**src/rtl/moore_seq_sched.sv**
```systemverilog
`default_nettype none
// ============================================================================
//  Module      : moore_seq_sched
//  Description : Round-robin scheduler that lends a shared 8-state Moore
//                sequence generator to one of N_REQ requesters at a time.
//                The owner gets a run of Length states starting at
//                Start_State, a one-cycle Done pulse, and must then drop its
//                request (four-phase release) before re-arbitration.
//  Revision    : 1.0 - initial release
// ============================================================================
module moore_seq_sched #(
  parameter int N_REQ   = 4,
  parameter int STATE_W = 3,
  parameter int LEN_W   = 4
) (
  input  logic                       Clk,
  input  logic                       Reset,
  input  logic [N_REQ-1:0]           Req,
  input  logic [N_REQ*STATE_W-1:0]   Start_State,
  input  logic [N_REQ*LEN_W-1:0]     Length,
  input  logic                       Abort,
  output logic [N_REQ-1:0]           Grant,
  output logic [STATE_W-1:0]         Seq_State,
  output logic                       Seq_Valid,
  output logic [N_REQ-1:0]           Done,
  output logic [1:0]                 Ctrl_State
);

  localparam int IDX_W = (N_REQ > 1) ? $clog2(N_REQ) : 1;

  typedef enum logic [1:0] {
    IDLE = 2'd0,
    RUN  = 2'd1,
    DONE = 2'd2,
    WAIT = 2'd3
  } state_t;

  state_t             state;
  state_t             state_nxt;
  logic [IDX_W-1:0]   idx;        // current owner
  logic [IDX_W-1:0]   ptr;        // last served requester
  logic [STATE_W-1:0] cur;        // sequence state, drives Seq_State
  logic [LEN_W-1:0]   rem;        // steps left including the current one

  logic               pick_valid;
  logic [IDX_W-1:0]   pick_idx;
  logic [STATE_W-1:0] pick_start;
  logic [LEN_W-1:0]   pick_len;
  logic [N_REQ-1:0]   owner;      // one-hot decode of idx
  logic               owner_req;

  // Round-robin search: first set Req bit starting at ptr+1, wrapping.
  // Constant bit selects keep the search free of variable-width indexing.
  always_comb begin
    pick_valid = 1'b0;
    pick_idx   = '0;
    for (int k = 1; k <= N_REQ; k++) begin
      for (int i = 0; i < N_REQ; i++) begin
        if (!pick_valid && Req[i] && (((int'(ptr) + k) % N_REQ) == i)) begin
          pick_valid = 1'b1;
          pick_idx   = IDX_W'(i);
        end
      end
    end
  end

  // Per-requester field selection for the winner and the current owner.
  always_comb begin
    pick_start = '0;
    pick_len   = '0;
    owner      = '0;
    owner_req  = 1'b0;
    for (int i = 0; i < N_REQ; i++) begin
      if (pick_idx == IDX_W'(i)) begin
        pick_start = Start_State[i*STATE_W +: STATE_W];
        pick_len   = Length[i*LEN_W +: LEN_W];
      end
      if (idx == IDX_W'(i)) begin
        owner[i]  = 1'b1;
        owner_req = Req[i];
      end
    end
  end

  // Controller state register.
  always_ff @(posedge Clk) begin
    if (Reset) begin
      state <= IDLE;
    end else begin
      state <= state_nxt;
    end
  end

  // Next-state logic and Moore output decode (registers only).
  always_comb begin
    state_nxt  = state;
    Grant      = '0;
    Done       = '0;
    Seq_Valid  = 1'b0;
    Seq_State  = cur;
    Ctrl_State = state;
    case (state)
      IDLE: begin
        if (pick_valid) begin
          state_nxt = (pick_len != '0) ? RUN : DONE;
        end
      end
      RUN: begin
        Grant     = owner;
        Seq_Valid = 1'b1;
        if ((rem == LEN_W'(1)) || Abort) begin
          state_nxt = DONE;
        end
      end
      DONE: begin
        Grant     = owner;
        Done      = owner;
        state_nxt = WAIT;
      end
      WAIT: begin
        if (!owner_req) begin
          state_nxt = IDLE;
        end
      end
      default: state_nxt = IDLE;
    endcase
  end

  // Run datapath: latch the winner, step the sequence, remember who was served.
  // cur only advances while another step follows, so Seq_State keeps showing
  // the last emitted state once the run is over.
  always_ff @(posedge Clk) begin
    if (Reset) begin
      idx <= '0;
      ptr <= IDX_W'(N_REQ - 1);
      cur <= '0;
      rem <= '0;
    end else begin
      case (state)
        IDLE: begin
          if (pick_valid) begin
            idx <= pick_idx;
            rem <= pick_len;
            if (pick_len != '0) begin
              cur <= pick_start;
            end
          end
        end
        RUN: begin
          rem <= rem - LEN_W'(1);
          if (state_nxt == RUN) begin
            cur <= cur + STATE_W'(1);
          end
        end
        DONE: begin
          ptr <= idx;
        end
        default: ;
      endcase
    end
  end

endmodule
`default_nettype wire

```
**config.mk**
```make
export PLATFORM = sky130hd
export DESIGN_NAME = moore_seq_sched
export DESIGN_NICKNAME = d
export VERILOG_FILES = /design/src/rtl/moore_seq_sched.sv
export SDC_FILE = /design/constraint.sdc
export NUM_CORES = 1
export LEC_CHECK = 0
export BUFFER_PORTS_ARGS = -buffer_cell sky130_fd_sc_hd__buf_2
export CAP_MARGIN = 0
export CORE_MARGIN = 1.5
export CORE_UTILIZATION = 48
export CTS_BUF_LIST = sky130_fd_sc_hd__clkbuf_8 sky130_fd_sc_hd__clkbuf_16
export DETAILED_ROUTE_END_ITERATION = 12
export PLACE_DENSITY = 0.85
export RECOVER_POWER = 25
export SLEW_MARGIN = 10
export SYNTH_ARGS = -nofsm -noshare
export SYNTH_HDL_FRONTEND = slang
export SYNTH_SLANG_ARGS = --single-unit
```
**constraint.sdc**
```tcl
create_clock -name Clk -period 2.7 [get_ports Clk]
set_input_delay 0.135 -clock Clk [delete_from_list [all_inputs] [get_ports Clk]]
set_output_delay 0.135 -clock Clk [all_outputs]
set_load 0.03 [all_outputs]
```
==> flow_metrics.tcl, run 1 <==
set metrics [dict create \
    outcome "complete, no violations" \
    path_clk_slew_ps 60 \
    cts_tree "done" \
    ir_drop_mv 0.6233 \
    portBuffers 48 \
    antennaDiodeCount 0 \
    drtPass1Iterations 4 \
    critical_path_fanout_max 10 \
    number_of_endpoints_with_negative_hold_slack_in_the_final_report 0 \
    initial_core_util 0.5026 \
    drv.max_cap_violation_count 0 \
    grt_pass1_wl_um 5637 \
    tritoncts_num_sinks 13 \
    routed_via_count_divided_by_cell_count 6.004 \
    final_layout_size_suffix_gt1_frac 0.3231 \
    first_global_vias 1320 \
    cts.repair.resized 0 \
    final_slew_viol_count 0 \
    synth_area_um2 1222 \
    setup_viol 0 \
    area_growth_syn_to_layout_pct 24.67 \
    required_ps 2830 \
    gr-total-overflow 0 \
    root_buffer "sky130_fd_sc_hd__clkbuf_8" \
    final_critical_path_time_including_i_o_delays_and_setup_ps 2416 \
    drt.antenna.violating_nets 0 \
    tns_ps 0 \
    fp.coreArea_um2 2432 \
    post_synthesis_cell_type_count 49 \
    die_w_um 53.47 \
    synth_cells 146 \
    detail_route.iter0.violations 45 \
    worst_pin_slew_ps 649.2 \
    clock_tree.htree_level_count 1 \
    cts_made_buffers 3 \
    synth-async-reset-ratio 0 \
    num_vias 1351 \
    postPlaceCellArea_um2 1485 \
    clock_skew_ps 6.855 \
    nNetsFinal 238 \
    grt_antenna_before_repair 0 \
    grt_setup_unrepaired "false" \
    yosys_most_used_dff "sky130_fd_sc_hd__dfxtp_1" \
    power.static_leakage_nw 0.7065 \
    finalHoldWorstSlack_ps 223.5 \
    slew_hr 0.5632 \
    fp.dieArea_um2 2859 \
    critical_path.startpoint_type "register" \
    synth_enable_flop_cells 0 \
    power_density_nw_per_um2 1039 \
    final_min_period_over_clock_period 0.8948 \
    post-cts-setup-buffer-count 0 \
    seq_area_frac_synth 0.2129 \
    fillCellCount 215 \
    arrival_ps 2540 \
    place.gp.congestion 0.9479 \
    maximum_number_of_pins_on_one_net_before_global_route_repair 15 \
    floorplan.io_pins 49 \
    finish.instance_area_um2 1524 \
    die-height_um 53.47 \
    synthesis.area_per_instance_um2 8.373 \
    fmaxAchievable_ghz 0.4139 \
    worst-setup-path-type "register to register" \
    clockBufferDepth 2 \
    detail_route.wirelength_um 3416 \
    cts-hold-fix-buffers 0 \
    worst_setup_path_end_kind "register" \
    groute.usage.overall 0.2670 \
    synth.net_count 188 \
    routed_wire_length_per_instance_um 15.18 \
    synth_seq_cells 13 \
    min_delay_worst_type "primary input to register" \
    dp_hpwl_um 2628 \
    drt_drc_violations_left 0 \
    number_of_standard_cell_rows_in_the_floorplan 18 \
    clock_insertion_delay_worst_skew_ps 250 \
    synth-warning-count 0 \
]
[layout by cell type, fill, tap and decap left out, drive strengths merged, types with 2 or more instances in the layout]
master / count
and4: 2
nand2: 8
clkbuf: 8
a21oi: 7
and3: 2
nand3: 2
mux2i: 13
nand3b: 2
nor2: 18
mux4: 2
buf: 47
nor3b: 3
o21ai: 5
a41oi: 2
nor4: 2
o31ai: 3
dfxtp: 13
o22ai: 3
nor3: 2
nand2b: 6
a31oi: 2
and2b: 2
mux2: 4
a211oi: 6
ha: 7
inv: 9
[per-layer routing]
| metal | track usage | up-vias | wire, um |
|---|---|---|---|
| met4 | 0.1325 | 0 | 53 |
| met2 | 0.4691 | 90 | 1691 |
| met1 | 0.3197 | 608 | 1402 |
| li1 | - | 646 | - |
| met5 | 0 | - | 0 |
| met3 | 0.02260 | 7 | 269 |
[Yosys cell counts (2+ instances only)]
master                      n  area (um2)
sky130_fd_sc_hd__o22ai_1    3       18.77
sky130_fd_sc_hd__a211oi_1   6       45.04
sky130_fd_sc_hd__nor3b_1    3       22.52
sky130_fd_sc_hd__dfxtp_1   13       260.3
sky130_fd_sc_hd__nor2_1    17       63.81
sky130_fd_sc_hd__clkbuf_1   5       18.77
sky130_fd_sc_hd__and3_1     2       12.51
sky130_fd_sc_hd__o21ai_0    4       20.02
sky130_fd_sc_hd__nand2_1    8       30.03
sky130_fd_sc_hd__nand2b_1   5       31.28
sky130_fd_sc_hd__mux2_2     3       33.78
sky130_fd_sc_hd__o31ai_1    3       22.52
sky130_fd_sc_hd__and2b_2    2       17.52
sky130_fd_sc_hd__nand3b_1   2       15.01
sky130_fd_sc_hd__a41oi_1    2       17.52
sky130_fd_sc_hd__inv_1      8       30.03
sky130_fd_sc_hd__nor3_1     2       10.01
sky130_fd_sc_hd__nand3_1    2       10.01
sky130_fd_sc_hd__mux2i_1   13       130.1
sky130_fd_sc_hd__ha_1       7       87.58
sky130_fd_sc_hd__a21oi_1    7       35.03
sky130_fd_sc_hd__nor4_1     2       12.51
[worst max-delay path, stage by stage, from the launching register on]
cell	delay, ps
sky130_fd_sc_hd__dfxtp_1	450
sky130_fd_sc_hd__nand3b_1	180
sky130_fd_sc_hd__a31oi_4	360
sky130_fd_sc_hd__buf_4	250
sky130_fd_sc_hd__mux2i_1	90
sky130_fd_sc_hd__mux2_4	290
sky130_fd_sc_hd__a41o_1	220
sky130_fd_sc_hd__a221o_1	310
sky130_fd_sc_hd__o311a_1	130
[final cells by class]
| cell class | count | area (um2) | area share |
|---|---|---|---|
| inverter | 9 | 33.78 | 0.02217 |
| clock buffer | 3 | 41.29 | 0.02709 |
| tap | 30 | 37.54 | 0.02463 |
| timing repair buffer | 52 | 264.0 | 0.1732 |
| clock inverter | 1 | 3.754 | 0.002463 |
| sequential | 13 | 260.3 | 0.1708 |
| multi-input combinational | 117 | 883.3 | 0.5796 |
[flip-flops by register name (all words and copies together) (netlist names)]
name / cells
Ctrl_State: 2
ptr: 2
Seq_State: 3
rem: 4
idx: 2
[worst paths after layout]
check / slack [ps] / cells past startpoint / startpoint / end
setup / recovery: 280 / 8 / ptr[1] / Seq_State[1]
hold reg to reg: 510 / 2 / rem[3] / rem[3]
hold / removal: 220 / 2 / Reset / rem[0]
setup reg to reg: 280 / 8 / ptr[1] / Seq_State[1]
[kinds of logic (layout without fill, tap and decap cells)]
kind of cell             after synthesis  in the layout  synth area share
flip-flops                            13             13            0.2129
adder cells (fa/ha/maj)                7              7           0.07164
multiplexers                          19             19            0.1863
buffers and inverters                 16             65           0.06448
AO/OA/AOI/OAI                         38             38            0.2324
AND/OR/NAND/NOR                       53             53            0.2324
[where the power goes]
part           total (mW)  internal, mW  switching (mW)
clock               0.176         0.101          0.0752
sequential          0.380         0.273           0.107
combinational        1.03         0.415           0.614
[metrics by stage]
step	utilization	std cells	setup slack [ps]	power [mW]
detailed placement	0.6106	221	322.1	1.402
global placement	0.6106	221	473.7	1.361
finish	0.6265	225	283.9	1.584
global route	0.6265	225	128.9	1.710
floorplan	-	146	83.47	1.155
CTS	0.6291	225	311.3	1.581
Power figures use the tool's default switching activity.
==> run 2: changes to the inputs <==
--- a/config.mk
+++ b/config.mk
@@ -8,10 +8,10 @@
 export BUFFER_PORTS_ARGS = -buffer_cell sky130_fd_sc_hd__buf_2
 export CAP_MARGIN = 0
 export CORE_MARGIN = 1.5
-export CORE_UTILIZATION = 48
+export CORE_UTILIZATION = 40
 export CTS_BUF_LIST = sky130_fd_sc_hd__clkbuf_8 sky130_fd_sc_hd__clkbuf_16
 export DETAILED_ROUTE_END_ITERATION = 12
-export PLACE_DENSITY = 0.85
+export PLACE_DENSITY = 0.74
 export RECOVER_POWER = 25
 export SLEW_MARGIN = 10
 export SYNTH_ARGS = -nofsm -noshare
==> run 2 against run 1 <==
Against the previous run: combinational power hardly changed; register-to-register slack hardly changed; routed wire length is 5.9% lower; cell count is 0.44% higher; sequential power is 2% lower; fmax hardly changed; clock power is 3% lower; sequential cell count stayed put; largest power group unchanged; global-route usage is 6.6 points lower; non-clock buffer count stayed put; via count is 4.7% lower.
==> flow_metrics.tcl, run 2 (synthesis results as in run 1) <==
set metrics [dict create \
    worst_pin_slew_ps 549.4 \
    layout_commonest_cell "sky130_fd_sc_hd__buf_2" \
    critical_path_fanout_max 10 \
    final_min_period_over_clock_period 0.8948 \
    final_slew_viol_count 0 \
    detail_route.iter0.violations 29 \
    fmaxAchievable_ghz 0.4139 \
    place.gp.congestion 0.8510 \
    nNetsFinal 238 \
    antennaDiodeCount 0 \
    root_buffer "sky130_fd_sc_hd__clkbuf_8" \
    setup_viol 0 \
    min_delay_worst_type "primary input to register" \
    clockBufferDepth 2 \
    flip_flop_count_of_the_largest_register_all_copies_and_words_added 4 \
    cts_tree "done" \
    fillCellCount 267 \
    portBuffers 48 \
    dp_hpwl_um 2566 \
    die-height_um 58.28 \
    gr-total-overflow 0 \
    outcome "complete, no violations" \
    groute.usage.overall 0.2007 \
    cts_made_buffers 3 \
    drtPass1Iterations 5 \
    drv.max_cap_violation_count 0 \
    number_of_standard_cell_rows_in_the_floorplan 19 \
    worst-setup-path-type "register to register" \
    drt.antenna.violating_nets 0 \
    path_clk_slew_ps 60 \
    clock_insertion_delay_worst_skew_ps 250 \
    tritoncts_num_sinks 13 \
    cts.repair.resized 0 \
    power_density_nw_per_um2 1029 \
    required_ps 2820 \
    first_global_vias 1234 \
    grt_pass1_wl_um 5395 \
    worst_setup_path_end_kind "register" \
    fp.coreArea_um2 2829 \
    tns_ps 0 \
    drt_drc_violations_left 0 \
    detail_route.wirelength_um 3216 \
    routed_via_count_divided_by_cell_count 5.699 \
    cts-hold-fix-buffers 0 \
    setup_ws_ps 284.1 \
    mostFrequentLayoutCells "43 x sky130_fd_sc_hd__buf_2, 17 x sky130_fd_sc_hd__nor2_1, 13 x sky130_fd_sc_hd__dfxtp_1, 13 x sky130_fd_sc_hd__mux2i_1, 9 x sky130_fd_sc_hd__inv_1" \
    arrival_ps 2540 \
    area_growth_syn_to_layout_pct 24.77 \
    number_of_endpoints_with_negative_hold_slack_in_the_final_report 0 \
    grt_antenna_before_repair 0 \
    maximum_number_of_pins_on_one_net_before_global_route_repair 15 \
    ir_drop_mv 0.3873 \
    power.static_leakage_nw 0.7072 \
    floorplan.io_pins 49 \
    top_reg_by_flops "rem" \
    fp.dieArea_um2 3397 \
    post-cts-setup-buffer-count 0 \
    initial_core_util 0.4321 \
    clock_tree.htree_level_count 1 \
    final_layout_size_suffix_gt1_frac 0.3231 \
    num_vias 1288 \
    dp_slack_ps 331.9 \
    clock_skew_ps 8.372 \
    critical_path.startpoint_type "register" \
    finalHoldWorstSlack_ps 211.8 \
    slew_hr 0.6312 \
    die_w_um 58.28 \
    final_critical_path_time_including_i_o_delays_and_setup_ps 2416 \
    final_util 0.5391 \
    routed_wire_length_per_instance_um 14.23 \
    grt_setup_unrepaired "false" \
]
[run 2: cell counts in the layout (fill, tap and decap cells not counted)]
No cell type changed its count.
[run 2: area by class of cell]
cell class | count | area [um2] | share of cell area
Inverter | 9 | 33.78 | 0.02215
Multi-Input combinational cell | 117 | 883.3 | 0.5792
Timing Repair Buffer | 52 | 264.0 | 0.1731
Sequential cell | 13 | 260.3 | 0.1706
Clock buffer | 3 | 41.29 | 0.02707
Tap cell | 31 | 38.79 | 0.02543
Clock inverter | 1 | 3.754 | 0.002461
[run 2: final timing paths]
kind / from / endpoint / slack [ps] / cells past startpoint
hold / removal: Reset / idx[1] / 210 / 2
hold reg to reg: rem[3] / rem[3] / 500 / 2
setup / recovery: ptr[1] / Seq_State[1] / 280 / 7
setup reg to reg: ptr[1] / Seq_State[1] / 280 / 7
[run 2: through the flow]
step / total power, mW / instances / area [um2]
after floorplan: 1.155 / 146 / 1222
after global placement: 1.365 / 222 / 1486
after detailed placement: 1.396 / 222 / 1486
after CTS: 1.578 / 226 / 1531
after global routing: 1.694 / 226 / 1525
final: 1.570 / 226 / 1525
[run 2: layer usage]
layer  global-route usage  share of wire  routed length, um  vias up
li1                     -              -                  -      643
met1               0.2541           0.44               1425      586
met2               0.3483           0.49               1564       54
met3              0.01786          0.055                178        5
met4              0.07973          0.015                 48        0
met5                    0              0                  0        -
[run 2: worst max-delay path, stage by stage, from the launching register on]
cell and delay, ps:
sky130_fd_sc_hd__dfxtp_1 440, sky130_fd_sc_hd__mux2i_1 220, sky130_fd_sc_hd__o22ai_1 120, sky130_fd_sc_hd__nor2_2 360, sky130_fd_sc_hd__mux2_2 430, sky130_fd_sc_hd__a41o_1 300, sky130_fd_sc_hd__a221o_1 300, sky130_fd_sc_hd__o311a_1 130
[run 2: report_power, final]
part	leakage (nW)	internal [mW]	switching, mW	total, mW
registers	0.107	0.273	0.100	0.373
logic	0.573	0.413	0.613	1.03
clock network	0.0269	0.100	0.0708	0.171
